### src/rtl/data_mem_param.sv
// data_mem_param: single-pointer data memory with a post-reset clear/seed engine.
// Latency: READ_LATENCY=0 -> combinational read; READ_LATENCY=1 -> one cycle, qualified by RdValid.
// Backpressure: none; Busy high means the port is owned by the clear engine and user accesses are ignored.
//
// Ports:
//   Clk, Reset          - clock and synchronous active-high reset
//   WriteEn, DataIn     - write strobe and data, applied at DataAddress in IDLE
//   ReadEn              - read request (registered-read build only)
//   DataAddress         - shared read/write pointer
//   DataOut, RdValid    - read data and its valid strobe
//   Busy                - clear/seed sequence in progress
module data_mem_param #(
  parameter int DW             = 8,
  parameter int AW             = 8,
  parameter int DEPTH          = 256,
  parameter int READ_LATENCY   = 0,
  parameter int CLEAR_ON_RESET = 1,
  parameter int SEED0_ADDR     = 16,
  parameter int SEED0_VAL      = 254,
  parameter int SEED1_ADDR     = 244,
  parameter int SEED1_VAL      = 5
) (
  input  logic          Clk,
  input  logic          Reset,
  input  logic          WriteEn,
  input  logic          ReadEn,
  input  logic [AW-1:0] DataAddress,
  input  logic [DW-1:0] DataIn,
  output logic [DW-1:0] DataOut,
  output logic          RdValid,
  output logic          Busy
);

  // Array index width sized to DEPTH; the range check on the full address
  // runs first, so dropping the upper address bits here cannot alias.
  localparam int IW = (DEPTH > 1) ? $clog2(DEPTH) : 1;

  localparam logic [AW:0]   DEPTH_W  = (AW+1)'(DEPTH);
  localparam logic [AW:0]   LAST_PTR = (AW+1)'(DEPTH - 1);
  localparam logic [AW:0]   SEED0_A  = (AW+1)'(SEED0_ADDR);
  localparam logic [AW:0]   SEED1_A  = (AW+1)'(SEED1_ADDR);
  localparam logic [DW-1:0] SEED0_V  = DW'(SEED0_VAL);
  localparam logic [DW-1:0] SEED1_V  = DW'(SEED1_VAL);
  // A seed placed outside the populated range is simply never planted.
  localparam bit SEED0_EN = (SEED0_ADDR >= 0) && (SEED0_ADDR < DEPTH);
  localparam bit SEED1_EN = (SEED1_ADDR >= 0) && (SEED1_ADDR < DEPTH);

  typedef enum logic {
    S_CLEAR = 1'b0,
    S_IDLE  = 1'b1
  } state_t;

  localparam state_t RST_STATE = (CLEAR_ON_RESET != 0) ? S_CLEAR : S_IDLE;

  logic [DW-1:0] core [DEPTH];

  state_t        state_q, state_d;
  // One bit wider than the address so DEPTH == 2**AW finishes without wrapping.
  logic [AW:0]   clr_ptr, clr_ptr_d;
  logic          clr_we;
  logic [DW-1:0] clr_dat;

  logic          addr_ok;
  logic [IW-1:0] addr_idx;
  logic [IW-1:0] clr_idx;
  logic [DW-1:0] rd_word;

  assign addr_ok  = ({1'b0, DataAddress} < DEPTH_W);
  assign addr_idx = DataAddress[IW-1:0];
  assign clr_idx  = clr_ptr[IW-1:0];
  assign rd_word  = addr_ok ? core[addr_idx] : '0;
  assign Busy     = (state_q == S_CLEAR);

  always_ff @(posedge Clk) begin
    if (Reset) begin
      state_q <= RST_STATE;
      clr_ptr <= '0;
    end else begin
      state_q <= state_d;
      clr_ptr <= clr_ptr_d;
    end
  end

  always_comb begin
    state_d   = state_q;
    clr_ptr_d = clr_ptr;
    clr_we    = 1'b0;
    clr_dat   = '0;
    case (state_q)
      S_CLEAR: begin
        clr_we    = 1'b1;
        clr_ptr_d = clr_ptr + (AW+1)'(1);
        // SEED0 is tested first so it takes priority on a shared address.
        if (SEED0_EN && (clr_ptr == SEED0_A)) begin
          clr_dat = SEED0_V;
        end else if (SEED1_EN && (clr_ptr == SEED1_A)) begin
          clr_dat = SEED1_V;
        end
        if (clr_ptr == LAST_PTR) begin
          state_d = S_IDLE;
        end
      end
      default: ;
    endcase
  end

  // Memory array has no reset; contents change only through the clear
  // engine or an in-range user write while idle.
  always_ff @(posedge Clk) begin
    if (!Reset) begin
      if (clr_we) begin
        core[clr_idx] <= clr_dat;
      end else if ((state_q == S_IDLE) && WriteEn && addr_ok) begin
        core[addr_idx] <= DataIn;
      end
    end
  end

  generate
    if (READ_LATENCY == 0) begin : g_comb_rd
      wire unused_rden = ReadEn;
      assign DataOut = Busy ? '0 : rd_word;
      assign RdValid = ~Busy;
    end else begin : g_reg_rd
      logic [DW-1:0] dout_q;
      logic          rdv_q;
      // Read samples the array before this edge's write lands: read-first.
      always_ff @(posedge Clk) begin
        if (Reset) begin
          dout_q <= '0;
          rdv_q  <= 1'b0;
        end else if ((state_q == S_IDLE) && ReadEn) begin
          dout_q <= rd_word;
          rdv_q  <= 1'b1;
        end else begin
          rdv_q  <= 1'b0;
        end
      end
      assign DataOut = dout_q;
      assign RdValid = rdv_q;
    end
  endgenerate

endmodule

### config.mk
export PLATFORM = sky130hd
export DESIGN_NAME = data_mem_param
export DESIGN_NICKNAME = d
export VERILOG_FILES = /design/src/rtl/data_mem_param.sv
export SDC_FILE = /design/constraint.sdc
export NUM_CORES = 2
export LEC_CHECK = 0
export CORE_ASPECT_RATIO = 0.5
export CORE_MARGIN = 8
export CORE_UTILIZATION = 45
export DETAILED_ROUTE_END_ITERATION = 8
export GPL_ROUTABILITY_DRIVEN = 0
export PLACE_DENSITY_LB_ADDON = 0.12
export SYNTH_ARGS = -nofsm -noshare
export SYNTH_HDL_FRONTEND = slang
export SYNTH_SLANG_ARGS = --single-unit
### constraint.sdc
create_clock -name Clk -period 14.4 [get_ports Clk]
set_input_delay 3.6 -clock Clk [delete_from_list [all_inputs] [get_ports Clk]]
set_output_delay 3.6 -clock Clk [all_outputs]
set_load 0.02 [all_outputs]
==> flow_summary.yaml <==
routing:
  vias: 41200
  drtPass1Iterations: 8
  met1_length_um: 95700
  drt_iter0_markers: 4768
  routed.top_layer: "met5"
  ant_nets: 0
  vias_per_cell: 6.20
  wl_per_cell_um: 34.0
  drc: 0
  wl_met3_um: 24500
  wl_met2_um: 99700
  wl_um: 226000
global_route:
  groute.usage.overall_pct: 22.8
  grt_pass1_vias: 40600
  grt_start_max_net_pins: 114
  grt_pass1_wl_um: 315000
  antenna_found_initial: 14
  overflow: 0
cts:
  tritoncts: "done"
  clock_path_buffers: 4
  cts_setup_buffers: 0
  post_cts_resized: 0
  numClockSinks: 2058
  ctsHtreeMaxLevel: 4
  root_buffer: "clkbuf_16"
  cts_hold_buf: 0
  insertion_delay_ps: 830
  path_clk_slew_ps: 70
  numCtsBuffers: 188
pwr:
  p_total_uw: 11700
  powerDensity_nw_per_um2: 131
  irDropWorstVdd_mv: 0.0986
  leakage_uw: 0.0291
critical_path:
  crit_path_top_delay_cell: "clkdlybuf4s50_1"
  reg2reg_slack_ps: 9400
  crit_fanout: 18
  worst_r2r_path_depth: 5
  worst-path-buf-inv: 4
  rr_endpoint: "core[44][4]"
  arrival_ps: 8720
  timing.rr.start: "RdValid"
  cp_top_family: "buffers and inverters"
  crit_path_end: "DataOut[7]"
  crit_type: "input pin to output pin"
  endpoint_kind: "output pin"
  crit_required_ps: 10800
  slowest_delay_ps: 1080
  worstSetupStartpoint: "DataAddress[3]"
  path_cells: "clkdlybuf4s50_1 > buf_4 > inv_1 > nor2_1 > nand3_1 > nand3_1 > or4_1 > o21ai_0 > clkdlybuf4s50_1"
  path_depth: 9
  startpoint_type: "input pin"
floorplanning:
  die_h_um: 317
  row_count: 110
  initial_utilization_pct: 45.3
  coreArea_um2: 180000
  die-area_um2: 195000
  die_w_um: 617
  ios: 30
final_layout:
  fin_util_pct: 49.7
  drive_above_1_share_pct: 19.0
  area_growth_pct: 9.88
  fin_area_um2: 89400
  layout.nets: 4116
sta:
  finalMaxSlewViolations: 2
  setup_violations: 0
  setup_tns_ps: 0
  fin_crit_sh_pct: 85.5
  fin_ws_ps: 2080
  rsz0062_at_grt: "false"
  hold_viol: 0
  finClkSkew_ps: 32.3
  fmax_ghz: 0.0812
  max_slew_margin_pct: -6.39
  period_minus_slack_ps: 12320
  worst_pin_slew_ps: 1590
status:
  status: "finished with violations"
  violations: "max-capacitance violations, max-slew violations"
synthesis:
  ys_seq_elements: 2058
  synthFlopType: "edfxtp_1"
  synth.distinct_cells: 77
  syn_area_um2: 81300
  synth_warnings: 0
  ys_seq_area_share_pct: 75.9
  syn_avg_cell_area_um2: 20.1
  syn_inst: 4045
  synth_edf_count: 2048
  synthArstFlopShare_pct: 0
  syn_nets: 4068
placed_design:
  dp_hpwl_um: 140000
  placed_cell_area_um2: 83800
  io_buffers: 28
  place_ws_ps: 2380
hold_path:
  min-delay-start: "clr_ptr[8]"
  hold_path.class: "flop to flop"
flow_run:
  maxCapViolCount: 1
==> per-stage QoR <==
step | std cells | hold WS, ps
finish | 6646 | 525
global route | 6638 | 569
CTS | 6637 | 537
detailed placement | 6311 | 521
global placement | 6311 | 496
floorplan | 4045 | 454
==> layout make-up <==
cell class                 count  area, um2
antenna                        9       22.5
multi-input combinational   1725      18000
timing repair buffer         110       1040
tap                         2408       3010
fill                       14600      90400
inverter                      10       41.3
clock inverter                80        631
sequential                  2058      61700
clock buffer                 246       4960
==> report_power, final <==
group / internal [uW] / switching (uW) / leakage [uW]
sequential: 6490 / 2.22 / 0.0201
combinational: 165 / 304 / 0.00627
clock: 2570 / 2170 / 0.00274
==> worst register-to-register path: cells and delay by family (launching register included) <==
kind / cells / cell delay [ps]
buffers and inverters: 1 / 520
AOI/OAI and AO/OA: 1 / 940
DFF: 1 / 760
and+or+nand+nor: 3 / 2360
==> cell families after synthesis <==
kind of cell               after synthesis  synth area share, %
and+or+nand+nor                        634                 3.49
DFF                                   2058                 75.9
buffers and inverters                  262                 2.25
xor gates and xnor gates                 6               0.0646
AOI/OAI and AO/OA                      413                 3.77
adders and majority gates                3               0.0462
muxes                                  669                 14.5
==> cells in the final DEF (no fill, tap or decap), drive strengths merged, types with 23 or more instances in the layout <==
master,instances
a21oi,25
a221oi,75
a22oi,66
buf,86
clkbuf,246
clkdlybuf4s50,24
clkinv,72
edfxtp,2048
mux2,96
mux2i,186
mux4,387
nand2,93
nand3,73
nand4,27
nor2,333
nor3,37
o21ai,80
o221ai,54
o22ai,23
==> registers in the layout, indices dropped and copies added, names as in the netlist <==
signal and count:
core 2048, RdValid 1, clr_ptr 9
==> synth_stat cells (12+ instances only) <==
master	count	area, um2
mux2i_1	186	1860
buf_2	71	355
mux4_2	344	7750
buf_6	33	372
o221ai_1	53	464
a22o_1	12	105
nor2_1	333	1250
nand2_1	93	349
a21oi_1	25	125
mux4_1	43	1130
nand3_1	70	350
mux2_2	96	1080
nand4_1	27	169
o21ai_0	76	380
or3_1	12	75.1
edfxtp_1	2048	61500
a22oi_1	66	495
clkbuf_1	76	285
buf_8	23	345
o22ai_1	22	138
buf_4	30	225
nor3_1	37	185
a221oi_1	74	648
==> worst min path at each step <==
stage	end	slack (ps)	cells past startpoint
detailed placement	clr_ptr[8]	520	2
floorplan	clr_ptr[8]	450	2
CTS	clr_ptr[8]	540	2
global placement	clr_ptr[8]	500	2
global route	clr_ptr[8]	570	2
finish	clr_ptr[8]	520	2
==> per-layer routing <==
layer  global-route usage [%]  vias to the layer above
li1                         -                    16900
met1                     32.6                    22200
met2                     33.8                     1827
met3                     7.52                      323
met4                     5.52                       10
met5                     1.38                        -
No activity file was read; power rests on OpenSTA's default activity.
